[src/rtl/mtr_drv_pkg.sv]
// Shared widths, duty constants and the speed-to-duty mapping for the mtr_drv PWM driver.
// Duty is centred on PWM_MID so a zero speed command gives zero average torque.
package mtr_drv_pkg;

  localparam int PWM_W = 11;

  typedef logic [PWM_W-1:0] duty_t;

  localparam duty_t PWM_MID    = 11'h400;
  localparam duty_t PWM_TOP    = 11'h7FF;
  localparam duty_t OVR_SAMPLE = 11'd128;

  typedef struct packed {
    logic  rev;
    duty_t spd;
  } mtr_cmd_t;

  // Half the magnitude keeps the result inside 11'h001..11'h7FF for either direction.
  function automatic duty_t calc_duty(input mtr_cmd_t i_cmd);
    duty_t w_half;
    w_half = {1'b0, i_cmd.spd[PWM_W-1:1]};
    return i_cmd.rev ? (PWM_MID - w_half) : (PWM_MID + w_half);
  endfunction

endpackage

[src/rtl/mtr_drv_pwm_dt_chnl.sv]
// pwm_dt_chnl: one complementary leg pair; duty buffered at period end, dead time on rising edges.
// Latency cnt -> o_pwm* 2 clk; free-running, no backpressure; i_en=0 drives both legs low.
module pwm_dt_chnl
  import mtr_drv_pkg::*;
#(
  parameter logic [6:0] DEAD_TIME = 7'd32
) (
  input  logic  clk,
  input  logic  rst_n,
  input  logic  i_en,
  input  logic  i_upd,
  input  duty_t i_cnt,
  input  duty_t i_duty,
  output logic  o_pwm1,
  output logic  o_pwm2
);

  duty_t      r_duty_buf;
  logic       r_raw;
  logic [6:0] r_dt_cnt;
  logic       r_pwm1;
  logic       r_pwm2;
  logic       w_raw_nxt;
  logic       w_dt_ok;

  assign w_raw_nxt = (i_cnt < r_duty_buf);
  assign w_dt_ok   = (r_dt_cnt >= DEAD_TIME);

  // Disabling re-centres the duty so the first period after re-enable is zero torque.
  always_ff @(posedge clk or negedge rst_n) begin
    if (!rst_n) begin
      r_duty_buf <= PWM_MID;
    end else if (!i_en) begin
      r_duty_buf <= PWM_MID;
    end else if (i_upd) begin
      r_duty_buf <= i_duty;
    end
  end

  always_ff @(posedge clk or negedge rst_n) begin
    if (!rst_n) begin
      r_raw <= 1'b0;
    end else begin
      r_raw <= w_raw_nxt;
    end
  end

  // Cleared on the edge raw toggles, so the count is how long raw has held its value.
  always_ff @(posedge clk or negedge rst_n) begin
    if (!rst_n) begin
      r_dt_cnt <= '0;
    end else if (!i_en || (w_raw_nxt != r_raw)) begin
      r_dt_cnt <= '0;
    end else if (!w_dt_ok) begin
      r_dt_cnt <= r_dt_cnt + 7'd1;
    end
  end

  always_ff @(posedge clk or negedge rst_n) begin
    if (!rst_n) begin
      r_pwm1 <= 1'b0;
      r_pwm2 <= 1'b0;
    end else begin
      r_pwm1 <= i_en & r_raw & w_dt_ok;
      r_pwm2 <= i_en & ~r_raw & w_dt_ok;
    end
  end

  assign o_pwm1 = r_pwm1;
  assign o_pwm2 = r_pwm2;

  a_no_overlap: assert property (@(posedge clk) disable iff (!rst_n) !(r_pwm1 && r_pwm2));

endmodule

[src/rtl/mtr_drv.sv]
// mtr_drv: two-motor locked-antiphase PWM (2048-clk period), cnt -> pins 2 clk, no backpressure.
// `define MTR_DRV_OVR_I_EN adds the ovr_i input and the latched ovr_shdn over-current shutdown.
module mtr_drv
  import mtr_drv_pkg::*;
#(
  parameter logic [6:0] DEAD_TIME = 7'd32
`ifdef MTR_DRV_OVR_I_EN
 ,parameter logic [5:0] OVR_LIMIT = 6'd32
`endif
) (
  input  logic        clk,
  input  logic        rst_n,
  input  logic        pwr_up,
  input  logic [10:0] lft_spd,
  input  logic        lft_rev,
  input  logic [10:0] rght_spd,
  input  logic        rght_rev,
  output logic        PWM1_lft,
  output logic        PWM2_lft,
  output logic        PWM1_rght,
  output logic        PWM2_rght
`ifdef MTR_DRV_OVR_I_EN
 ,input  logic        ovr_i,
  output logic        ovr_shdn
`endif
);

  duty_t    r_cnt;
  logic     w_upd;
  logic     w_en;
  mtr_cmd_t w_lft_cmd;
  mtr_cmd_t w_rght_cmd;
  duty_t    w_lft_duty;
  duty_t    w_rght_duty;

  always_ff @(posedge clk or negedge rst_n) begin
    if (!rst_n) begin
      r_cnt <= '0;
    end else begin
      r_cnt <= r_cnt + 11'd1;
    end
  end

  assign w_upd       = (r_cnt == PWM_TOP);
  assign w_lft_cmd   = '{rev: lft_rev, spd: lft_spd};
  assign w_rght_cmd  = '{rev: rght_rev, spd: rght_spd};
  assign w_lft_duty  = calc_duty(w_lft_cmd);
  assign w_rght_duty = calc_duty(w_rght_cmd);

`ifdef MTR_DRV_OVR_I_EN
  logic       r_ovr_meta;
  logic       r_ovr_sync;
  logic       r_ovr_shdn;
  logic [5:0] r_ovr_per;
  logic       w_ovr_smp;

  // Sampling well after the period start skips the switching transient on the comparator.
  assign w_ovr_smp = (r_cnt == OVR_SAMPLE);

  always_ff @(posedge clk or negedge rst_n) begin
    if (!rst_n) begin
      r_ovr_meta <= 1'b0;
      r_ovr_sync <= 1'b0;
    end else begin
      r_ovr_meta <= ovr_i;
      r_ovr_sync <= r_ovr_meta;
    end
  end

  always_ff @(posedge clk or negedge rst_n) begin
    if (!rst_n) begin
      r_ovr_per  <= '0;
      r_ovr_shdn <= 1'b0;
    end else if (!pwr_up) begin
      r_ovr_per  <= '0;
      r_ovr_shdn <= 1'b0;
    end else if (w_ovr_smp && !r_ovr_shdn) begin
      if (r_ovr_sync) begin
        r_ovr_per <= r_ovr_per + 6'd1;
        if (({1'b0, r_ovr_per} + 7'd1) >= {1'b0, OVR_LIMIT}) begin
          r_ovr_shdn <= 1'b1;
        end
      end else begin
        r_ovr_per <= '0;
      end
    end
  end

  assign ovr_shdn = r_ovr_shdn;
  assign w_en     = pwr_up & ~r_ovr_shdn;
`else
  assign w_en     = pwr_up;
`endif

  pwm_dt_chnl #(.DEAD_TIME(DEAD_TIME)) u_lft (
    .clk    (clk),
    .rst_n  (rst_n),
    .i_en   (w_en),
    .i_upd  (w_upd),
    .i_cnt  (r_cnt),
    .i_duty (w_lft_duty),
    .o_pwm1 (PWM1_lft),
    .o_pwm2 (PWM2_lft)
  );

  pwm_dt_chnl #(.DEAD_TIME(DEAD_TIME)) u_rght (
    .clk    (clk),
    .rst_n  (rst_n),
    .i_en   (w_en),
    .i_upd  (w_upd),
    .i_cnt  (r_cnt),
    .i_duty (w_rght_duty),
    .o_pwm1 (PWM1_rght),
    .o_pwm2 (PWM2_rght)
  );

endmodule

[config.mk]
export PLATFORM = sky130hd
export DESIGN_NAME = mtr_drv
export DESIGN_NICKNAME = d
export VERILOG_FILES = /design/src/rtl/mtr_drv_pkg.sv /design/src/rtl/mtr_drv_pwm_dt_chnl.sv /design/src/rtl/mtr_drv.sv
export SDC_FILE = /design/constraint.sdc
export NUM_CORES = 1
export LEC_CHECK = 0
export BUFFER_PORTS_ARGS = -buffer_cell sky130_fd_sc_hd__clkbuf_2
export CAP_MARGIN = 20
export CORE_MARGIN = 2
export CORE_UTILIZATION = 30
export CTS_CLUSTER_SIZE = 25
export DETAILED_ROUTE_END_ITERATION = 8
export PLACE_DENSITY = 0.42
export SLEW_MARGIN = 0
export SYNTH_ARGS = -nofsm -noshare
export SYNTH_HDL_FRONTEND = slang
export SYNTH_SLANG_ARGS = --single-unit
[constraint.sdc]
create_clock -name clk -period 4.8 [get_ports clk]
set_clock_uncertainty 0.1 [all_clocks]
set_input_delay 0.48 -clock clk [delete_from_list [all_inputs] [get_ports clk]]
set_output_delay 0.48 -clock clk [all_outputs]
set_load 0.01 [all_outputs]
* Yosys cells after proc, flatten, opt, wreduce, memory -nomap -nowiden
Index checks and enable logic that the tools add are counted.
** Cells by class
- Muxes and demuxes :: 10
- Bitwise operators :: 10
- Add/sub/neg operators :: 7
- $lt $le $gt $ge :: 4
- Reductions and logical operators :: 3
- Equality and inequality tests :: 6
** Operators by type and width (number)
- $mux 11 :: 6
- $mux 7 :: 4
- $add 11x10->11 const A :: 2
- $lt 11x11->1 :: 2
- $sub 11x10->11 const A :: 2
- $add 7x1->7 const B :: 2
- $ge 7x6->1 const B :: 2
- $add 11x1->11 const B :: 1
- $eq 11x11->1 const B :: 1
- $and 1x1->1 :: 8
- $ne 2x2->1 const B :: 2
- $logic_or 1x1->1 :: 2
- $ne 1x1->1 :: 2
- $ne 2x1->1 const B :: 1
- $not 1->1 :: 2
- $logic_not 1->1 :: 1
** Storage, ports and cells
- Word-level logic and storage cells :: 51
- Flip-flop bits (word level) :: 53
- Input port bits :: 27

* Longest topological paths before layout
Gate-level depths: netlist of the first run.
- Word-level depth :: 4
- Gate-level depth with buffers :: 7

* Hierarchy
Synthesis of the first run repeated with hierarchy kept, for this count alone.
** Second synthesis, totals
- Cells, all modules :: 320
- Area total of the unflattened synthesis :: 3313.2 sq um
** Modules (own cells, without submodules)
- pwm_dt_chnl :: cells each 110, seq. area each 526.8 sq um, area each 1209.9 sq um, times used 2
- mtr_drv :: cells each 100, seq. area each 275.3 sq um, area each 893.4 sq um, times used 1

* Least setup slack after synthesis of the first run
Ideal clock, no wire load.
- Path type :: reg-to-reg
- From :: register r_cnt[2]
- To :: register u_lft.r_dt_cnt[0]
- Period minus slack after synthesis :: 1984 ps
- Setup slack :: 2816 ps
- Arrival :: 1763 ps
- Cell stages (with the launch flop) :: 7
- Cells stage by stage :: dfrtp_1 > ha_1 > a21o_1 > a31oi_1 > o41ai_2 > nor3_1 > and4b_1
** Between the ends
- Longest elaborated chain between the ends :: 4
- Elaborated cells between the ends (all ways) :: 5
- Those cells by class :: order compare (1); eq/ne (2); mux (1); reduce/logical (1)
** Ends and longest elaborated chain
- from (decl) :: RTL line mtr_drv.sv:28 : duty_t r_cnt;
- from (signal assigned) :: RTL line mtr_drv.sv:40 : r_cnt <= r_cnt + 11'd1;
- $lt 11x11->1 (*) :: RTL line mtr_drv_pwm_dt_chnl.sv:26 : assign w_raw_nxt = (i_cnt < r_duty_buf);
- $ne 1x1->1 (*) :: RTL line mtr_drv_pwm_dt_chnl.sv:52 : end else if (!i_en || (w_raw_nxt != r_raw)) begin
- $logic_or 1x1->1 (*) :: RTL line mtr_drv_pwm_dt_chnl.sv:52
- $ne 2x2->1 (no source line) / $mux 7 (equally long branches)
- to (signal assigned) :: RTL line mtr_drv_pwm_dt_chnl.sv:55 : r_dt_cnt <= r_dt_cnt + 7'd1;
- to (decl) :: RTL line mtr_drv_pwm_dt_chnl.sv:20 : logic [6:0] r_dt_cnt;
Every way passes the cells marked *; elsewhere a longest branch is shown, timed or not.
A chain may end at the register's enable or synchronous reset.

* Worst setup path after layout of the first run
- From :: register r_cnt[2]
- To :: register u_lft.r_dt_cnt[4]
Same word-level chain as after synthesis.

==> metrics.md, run 1 <==
| Metric | Value |
|---|---|
| Die W | `105 um` |
| Clock sinks | `between 50 and 60` |
| CP arrival | `2.56 ns` |
| Sum of negative setup slack | `0 ns` |
| Cell count after synthesis | `313` |
| Longest Clk Path Bufs | `2` |
| Clk pin slew, worst setup/hold paths | `0.10 ns` |
| Post-route cell area | `0.00344 mm2` |
| Num CTS Buffers | `5` |
| Layout Nets | `396` |
| Top post-synthesis cells by count | `dfrtp_1, nand2_1, inv_1` |
| 1st-iter DRT viols | `71` |
| Final Hold Viols | `0` |
| CP endpoint kind | `register` |
| Final WS setup | `2.35 ns` |
| Vias in the first global route | `2208` |
| Count leader, synth | `dfrtp_1` |
| Total gr overflow | `0` |
| Worst IR Drop VDD | `0.109 mV` |
| Yosys top cell area share | `41.6%` |
| Area after DPL | `0.00336 mm2` |
| Setup bufs post-CTS | `0` |
| Drt via density | `4.58` |
| Min-delay worst type | `primary input to async pin` |
| Power density cells | `226 mW/mm2` |
| Worst skew pair latency | `0.31 ns` |
| Ports | `31` |
| Ranking of synthesized cells by area | `dfrtp_1, ha_1, and4b_1, xor2_1, xnor2_1` |
| Leakage | `about 1.6 nW` |
| Final HPWL DP | `4530 um` |
| Starting Density | `31.1%` |
| Post-synthesis sequential area ratio | `43.3%` |
| Mean routed wirelength per cell | `12.7 um` |
| First-pass GRT wire length | `10800 um` |
| Worst-case hold slack | `0.182 ns` |
| DRC | `0` |
| Synth cell types | `38` |
| Layout area overhead | `12.2%` |
| Share of cells above drive strength 1 | `14.0%` |
| Clk root buf | `clkbuf_8` |
| Syn avg cell area | `a little under 10 um2` |
| Final Critical Period | `2.45 ns` |
| # resized after CTS | `0` |
| Peak Freq | `0.408 GHz` |
| CTS tree | `built` |
| Hold buffer count at CTS | `0` |
| Reg2Reg Depth | `6` |
| Largest net degree at the start of global routing | `54` |
| FF+latch count, synth | `53` |
| Largest area contributor in the netlist | `dfrtp_1` |
| Mapped Area | `~0.003 mm2` |
| Post-Syn Nets | `between 300 and 400` |
| IO Port Bufs | `28` |
| Die height | `105 um` |
| Status | `complete, no violations` |
| Total power | `0.776 mW` |
| FP Rows | `36` |
| Max Slew Vio Count | `0` |
| Post-synth EDFFs | `0` |
| RSZ-0062 raised after global routing | `false` |
| Pre-CTS setup slack | `2.34 ns` |
| H-tree Lvls | `2` |
| Period utilization | `a little over 50%` |
| Primary FF master, synth | `dfrtp_1` |
| Core Box Area | `0.00986 mm2` |
| Initial antenna violation count | `0` |
| Max_cap viols | `0` |
| Asr flop ratio synth | `100%` |
| Syn. warnings | `0` |
| # setup viols final | `0` |
| Final GP Congestion | `0.721` |
| Diode count | `0` |
| Crit-path max FO | `7` |
| TritonRoute pass-1 iters | `4` |
| Die Area | `around 0.011 mm2` |
| CP startpoint kind | `register` |
| Vias | `2178` |
| WP data required | `slightly below 5 ns` |
| Total Routed Length | `around 6100 um` |
| Routed Antenna Nets | `0` |
| Crit Path Category | `register to register` |
| Worst slew margin | `between 40% and 50%` |
| Total Routing Usage GR | `between 10% and 20%` |
| Slew @ Worst Pin | `0.767 ns` |
==> stage by stage <==
| step | utilization, % | cells |
|---|---|---|
| after floorplan | - | 313 |
| after global placement | 34.0 | 468 |
| final | 34.9 | 476 |
| after CTS | 34.9 | 476 |
| after global routing | 34.9 | 476 |
| after detailed placement | 34.0 | 468 |
==> logic make-up (layout without fill, tap and decap cells) <==
group	Yosys count	count (layout)	synth area share (%)
compound gates	60	60	12.2
xor+xnor	33	33	9.43
fa+ha+maj	27	27	11.0
buf+inv	38	68	4.65
flops	53	53	43.3
mux	2	2	0.653
simple gates	100	100	18.7
==> cell usage in the layout (no fill, tap or decap), drive strengths merged, types with 3 or more instances in the layout <==
cell / count
dfrtp: 51
inv: 30
xor2: 17
o21ai: 31
ha: 27
o21a: 4
or3: 4
nand2: 37
nand2b: 4
clkbuf: 34
and4b: 15
nor3: 3
a21oi: 10
o31ai: 6
nand4: 5
xnor2: 16
nand3: 8
nor2: 11
==> metal layers <==
layer	wire length (um)	part of all wire, %	track usage (%)
met1	3120	52	16.4
met2	2700	44	19.7
met3	189	3.1	2.43
met4	53	0.87	2.86
met5	0	0	0
==> path summary, 6_finish.rpt <==
| path | startpoint | to | slack [ns] |
|---|---|---|---|
| worst max-delay path | r_cnt[2] | u_lft.r_dt_cnt[4] | 2.35 |
| worst min-delay path | rst_n | u_lft.r_dt_cnt[3] | 0.18 |
| worst max register to register | r_cnt[2] | u_lft.r_dt_cnt[4] | 2.35 |
| worst min register to register | u_rght.r_duty_buf[7] | u_rght.r_duty_buf[7] | 0.39 |
| max in group asynchronous | rst_n | u_rght.r_duty_buf[3] | 3.96 |
| min in group clk | lft_spd[1] | u_lft.r_duty_buf[0] | 0.35 |
==> area by class of cell <==
cell class / count / area [um2]
tap: 133 / 166
fill: 1050 / 6420
timing repair buffer: 30 / 155
clock buffer: 6 / 72.6
clock inverter: 2 / 10.0
sequential: 53 / 1330
multi-input combinational: 222 / 1590
inverter: 30 / 113
==> power by group <==
part / internal [mW] / leakage, nW / switching, mW / total (mW)
sequential: 0.450 / 0.704 / 0.00418 / 0.454
combinational: 0.0281 / 0.882 / 0.0415 / 0.0696
clock: 0.102 / 0.0450 / 0.150 / 0.252
==> registers in the layout (all words and copies together) (netlist names) <==
signal and cells:
u_rght.r_raw 1, u_lft.o_pwm2 1, u_lft.r_dt_cnt 7, u_rght.r_duty_buf 11, u_rght.o_pwm1 1, u_rght.o_pwm2 1, u_lft.r_raw 1, u_lft.r_duty_buf 11
r_cnt 11, u_rght.r_dt_cnt 7, u_lft.o_pwm1 1
==> critical path: stages (launching register included) <==
cell,delay [ns]
dfrtp_1,0.50
ha_1,0.35
a21o_1,0.18
a31oi_1,0.22
o41ai_2,0.15
nor3_1,0.59
and4b_1,0.27
Note: power is estimated with default switching activity, not from simulation.
==> run 2: changes to the inputs <==
- ABC_AREA: not set -> 1
- PLACE_DENSITY: 0.42 -> 0.44
- clock period: 4.8 -> 2 ns (I/O delays scaled with it)
==> metrics.md, run 2 <==
| Metric | Value |
|---|---|
| Primary FF master, synth | `dfrtp_1` |
| Total Routing Usage GR | `between 10% and 20%` |
| Clk root buf | `clkbuf_8` |
| Num CTS Buffers | `5` |
| Final HPWL DP | `~4800 um` |
| Final Core Density | `35.5%` |
| Vias | `2400` |
| Die W | `between 100 and 150 um` |
| Mapped Area | `between 0.003 and 0.004 mm2` |
| Layout Nets | `about 460` |
| Critical path's slowest cell | `dfstp_2` |
| Cell count after synthesis | `370` |
| Mean routed wirelength per cell | `approximately 12 um` |
| CP arrival | `1.97 ns` |
| Ranking of synthesized cells by area | `dfrtp_1, ha_1, inv_1, nand2_1, xor2_1` |
| Largest net degree at the start of global routing | `54` |
| Crit Path Category | `register to register` |
| Min-delay worst type | `primary input to register` |
| Drt via density | `4.40` |
| Peak Freq | `0.544 GHz` |
| Post-Syn Nets | `424` |
| Critical-path cell list | `inv_1, ha_1, nand2_1, inv_1, nand2_1, nor2_1, nand2_1, nand3_1, nand2_1, nand3_2, nor2_1` |
| Post-synthesis sequential area ratio | `a little over two fifths` |
| 1st-iter DRT viols | `62` |
| Clk pin slew, worst setup/hold paths | `0.09 ns` |
| Asr flop ratio synth | `100%` |
| CTS tree | `built` |
| Post-synth EDFFs | `0` |
| Leakage | `between 1.5 and 2 nW` |
| First-pass GRT wire length | `~11000 um` |
| Slew @ Worst Pin | `0.461 ns` |
| Worst skew pair latency | `0.31 ns` |
| Most common cell after layout, fill and taps aside | `inv_1` |
| Clock sinks | `53` |
| Reg2Reg Setup Slack | `about 0.16 ns` |
| Count leader, synth | `inv_1` |
| FP Rows | `37` |
| Most frequent cells in the layout | `inv_1, nand2_1, dfrtp_1, nor2_1, clkbuf_2` |
| Final WS setup | `0.162 ns` |
| Initial antenna violation count | `0` |
| Period utilization | `between 90% and 100%` |
| Crit-path max FO | `7` |
| WP data required | `2.13 ns` |
| RR Startpoint | `u_rght.r_duty_buf[10]` |
| Syn avg cell area | `roughly 8.6 um2` |
| Final Critical Period | `1.84 ns` |
| IO Port Bufs | `28` |
| Synth cell types | `28` |
| DRC | `0` |
| TritonRoute pass-1 iters | `4` |
| Worst Setup SP | `u_rght.r_duty_buf[10]` |
| Worst slew margin | `69.2%` |
| Area after DPL | `approximately 0.0035 mm2` |
| Final Hold Viols | `0` |
| Power density cells | `between 500 and 600 mW/mm2` |
| Largest area contributor in the netlist | `dfrtp_1` |
| Max Slew Vio Count | `0` |
| # setup viols final | `0` |
| Layout area overhead | `15.3%` |
| Diode count | `0` |
| H-tree Lvls | `2` |
| Top post-synthesis cells by count | `inv_1, nand2_1, dfrtp_1` |
| Post-route cell area | `about 0.0037 mm2` |
| Reg2Reg Depth | `11` |
| Worst IR Drop VDD | `0.252 mV` |
| Die Area | `0.0114 mm2` |
| Most used cell, CP | `nand2_1` |
| Ports | `31` |
| Syn. warnings | `0` |
| Total gr overflow | `0` |
| Final GP Congestion | `between 0.7 and 0.8` |
| Starting Density | `30.8%` |
| R2R Path End | `u_rght.r_dt_cnt[5]` |
| CP startpoint kind | `register` |
| Die height | `107 um` |
| Worst path max stage delay | `approximately 0.53 ns` |
| Routed Antenna Nets | `0` |
| Status | `complete, no violations` |
| Worst-case hold slack | `0.0789 ns` |
| Vias in the first global route | `2267` |
| CP endpoint kind | `register` |
| Share of cells above drive strength 1 | `16.3%` |
| Crit path capture | `u_rght.r_dt_cnt[5]` |
| Biggest regs | `r_cnt (11), u_lft.r_duty_buf (11), u_rght.r_duty_buf (11)` |
| Total Routed Length | `6420 um` |
| Yosys top cell area share | `between 40% and 50%` |
| Core Box Area | `0.0103 mm2` |
| Longest Clk Path Bufs | `2` |
| Max_cap viols | `0` |
| FF+latch count, synth | `53` |
| Pre-CTS setup slack | `~0.056 ns` |
## run 2: changes by cell type after synthesis, moves of 15 or more
cell / delta
and4b_1: -15
inv_1: +37
nand2_1: +27
nand3_1: +16
nor2_1: +23
## run 2: cell type report
cell class | instances | area, um2
Clock buffer | 7 | 86.3
Fill cell | 1097 | 6630
Sequential cell | 53 | 1330
Multi-Input combinational cell | 244 | 1570
Inverter | 68 | 255
Timing Repair Buffer | 38 | 243
Tap cell | 136 | 170
## run 2: how the worst min path moves through the flow
stage,startpoint,slack (ns),end,cells after the start
after CTS,rght_spd[7],0.07,u_rght.r_duty_buf[6],3
final,rght_spd[7],0.08,u_rght.r_duty_buf[6],3
after global placement,rst_n,0.13,u_rght.r_dt_cnt[3],2
after detailed placement,rst_n,0.13,u_rght.r_dt_cnt[3],2
after floorplan,rst_n,-0.20,r_cnt[0],0
after global routing,rght_spd[7],0.09,u_rght.r_duty_buf[6],3
## run 2: cell families after synthesis
| group | synth area share (%) |
|---|---|
| compound gates | 10.2 |
| xor+xnor | 8.02 |
| simple gates | 19.8 |
| fa+ha+maj | 10.7 |
| buf+inv | 9.44 |
| flops | 42.0 |
## run 2: where the power goes
| part | total, mW | internal [mW] | switching [mW] |
|---|---|---|---|
| clock | 0.621 | 0.276 | 0.345 |
| sequential | 1.10 | 1.09 | 0.0108 |
| combinational | 0.231 | 0.0845 | 0.147 |
## run 2: metrics by stage
step	power, mW	instances	TNS (ns)
3_3_place_gp	1.35	535	0
5_1_grt	2.07	546	-0.00475
3_5_place_dp	1.35	535	0
4_1_cts	1.99	543	0
6_report	1.95	546	0
2_1_floorplan	1.26	370	0
## run 2: worst max-delay path, delay by kind of cell, from the launching register on
family,cells,cell delay (ns)
and+or+nand+nor,8,0.78
DFF,1,0.53
adders and majority gates,1,0.28
buffers and inverters,2,0.08
## run 2: what timing repair did
action	in CTS	in global routing
endpoints found under the hold margin	51	0
resized for setup	0	7
hold buffers	1	0
setup endpoints to repair	0	32
setup buffers	0	3
## run 2: routing by layer
| metal | share of wire (%) | global-route usage [%] | vias to the layer above | wire, um |
|---|---|---|---|---|
| met2 | 42 | 18.6 | 37 | 2700 |
| met1 | 54 | 17.3 | 1096 | 3440 |
| met4 | 1.2 | 4.08 | 0 | 78 |
| met3 | 3.1 | 1.88 | 7 | 202 |
| met5 | 0 | 0 | - | 0 |
| li1 | - | - | 1260 | - |
==> run 3: changes to the inputs <==
- CELL_PAD_IN_SITES_DETAIL_PLACEMENT: not set -> 1
- CELL_PAD_IN_SITES_GLOBAL_PLACEMENT: not set -> 2
- PLACE_DENSITY: 0.44 -> 0.67
==> metrics.md, run 3 (synthesis gave the netlist of run 2 again) <==
| Metric | Value |
|---|---|
| Status | `complete, no violations` |
| RR Startpoint | `r_cnt[1]` |
| Total Routing Usage GR | `13.7%` |
| Starting Density | `30.8%` |
| Mean routed wirelength per cell | `12.9 um` |
| Hold path startpoint | `rght_spd[7]` |
| Worst Setup SP | `r_cnt[1]` |
| Peak Freq | `0.541 GHz` |
| Final Critical Period | `1.85 ns` |
| CTS tree | `built` |
| Biggest regs | `r_cnt (11), u_lft.r_duty_buf (11), u_rght.r_duty_buf (11)` |
| Die W | `107 um` |
| FP Rows | `37` |
| Vias | `2439` |
| # setup viols final | `0` |
| Total gr overflow | `0` |
| Ports | `31` |
| 1st-iter DRT viols | `between 70 and 80` |
| Crit-path max FO | `14` |
| WP data required | `2.14 ns` |
| Total Routed Length | `between 7000 and 8000 um` |
| # fillers | `1279` |
| TritonRoute pass-1 iters | `3` |
| Core Box Area | `0.0103 mm2` |
| WL met3 | `about 140 um` |
| Final Hold Viols | `0` |
| First-pass GRT wire length | `12300 um` |
| Max_cap viols | `0` |
| Fin cells | `550` |
| Leakage | `1.84 nW` |
| Most frequent cells in the layout | `inv_1, nand2_1, dfrtp_1, nor2_1, clkbuf_2` |
| Final Core Density | `a little over a third` |
| Worst skew pair latency | `0.31 ns` |
| Worst IR Drop VDD | `0.252 mV` |
| Largest net degree at the start of global routing | `54` |
| Min-delay worst type | `primary input to register` |
| Layout Nets | `467` |
| Clock sinks | `53` |
| Layout area overhead | `16.7%` |
| Most common cell after layout, fill and taps aside | `inv_1` |
| H-tree Lvls | `2` |
| Total power | `2.09 mW` |
| CP endpoint kind | `register` |
| Wl on met1 | `3600 um` |
| CP arrival | `1.99 ns` |
| Longest Clk Path Bufs | `2` |
| Clk pin slew, worst setup/hold paths | `0.10 ns` |
| Drt via density | `4.43` |
| Met2 wire length | `3210 um` |
| Crit Path Category | `register to register` |
| Initial antenna violation count | `0` |
| Worst slew margin | `between 50% and 60%` |
| Num CTS Buffers | `5` |
| Power density cells | `565 mW/mm2` |
| DRC | `0` |
| Share of cells above drive strength 1 | `17.1%` |
| Routed Antenna Nets | `0` |
| Diode count | `0` |
| Clk root buf | `clkbuf_8` |
| DR top layer | `met4` |
| Final HPWL DP | `5500 um` |
| Die height | `107 um` |
| Vias in the first global route | `2491` |
| IO Port Bufs | `28` |
| Period utilization | `around 92%` |
| CP startpoint kind | `register` |
| Max Slew Vio Count | `0` |
| Slew @ Worst Pin | `0.712 ns` |
| Die Area | `0.0114 mm2` |
| Inst Count DP | `about 540` |
| Final GP Congestion | `0.720` |
-- run 3: power by group --
group	total, mW	switching (mW)	internal, mW
logic	0.237	0.153	0.0843
registers	1.10	0.0112	1.09
clock network	0.749	0.372	0.377
total	2.09	0.536	1.55
-- run 3: metrics by stage --
| step | setup TNS [ns] | area (um2) | hold WS (ns) | setup slack (ns) |
|---|---|---|---|---|
| global placement | 0 | 3520 | 0.286 | 0.0710 |
| floorplan | 0 | 3170 | -0.196 | 0.279 |
| finish | 0 | 3690 | 0.0694 | 0.151 |
| global route | -0.00224 | 3690 | 0.0723 | -0.00123 |
| detailed placement | 0 | 3520 | 0.294 | 0.0370 |
| CTS | 0 | 3640 | 0.0549 | 0.0203 |
-- run 3: cell type report --
cell class              count  area [um2]  area share [%]
multi-input cells         244        1570            42.5
flip-flops and latches     53        1330            36.0
inverters                  68         258            6.98
repair buffers             41         256            6.94
well taps                 136         170            4.61
clock buffers               6        72.6            1.96
clock inverters             2        38.8            1.05
-- run 3: final timing paths --
| path | depth (start not counted) | end | slack (ns) |
|---|---|---|---|
| max in group asynchronous | 3 | r_cnt[1] | 0.83 |
| hold / removal | 3 | u_rght.r_duty_buf[6] | 0.07 |
| setup reg to reg | 8 | u_lft.r_duty_buf[1] | 0.15 |
| setup / recovery | 8 | u_lft.r_duty_buf[1] | 0.15 |
| hold reg to reg | 1 | u_lft.o_pwm2 | 0.37 |
| min in group asynchronous | 3 | u_rght.r_duty_buf[4] | 0.45 |
-- run 3: layer usage --
layer  vias up  GRT usage, %
met1      1138          19.2
met2        30          21.9
met4         0          4.17
li1       1264             -
met3         7          2.01
met5         -             0
-- run 3: repair_timing --
| item | 4_1_cts | 5_1_grt |
|---|---|---|
| gates resized for setup | 0 | 9 |
| hold buffers | 1 | 0 |
| buffers inserted | 0 | 2 |
| endpoints found under the setup margin | 0 | 21 |
| endpoints found under the hold margin | 51 | 0 |
-- run 3: critical path, cell delays in order (launching register included) --
cell,delay (ns)
dfrtp_2,0.43
ha_2,0.22
nand3_2,0.12
nor3_4,0.31
nand3_1,0.13
nand2_2,0.16
buf_12,0.17
nand3_1,0.06
o21ai_0,0.08
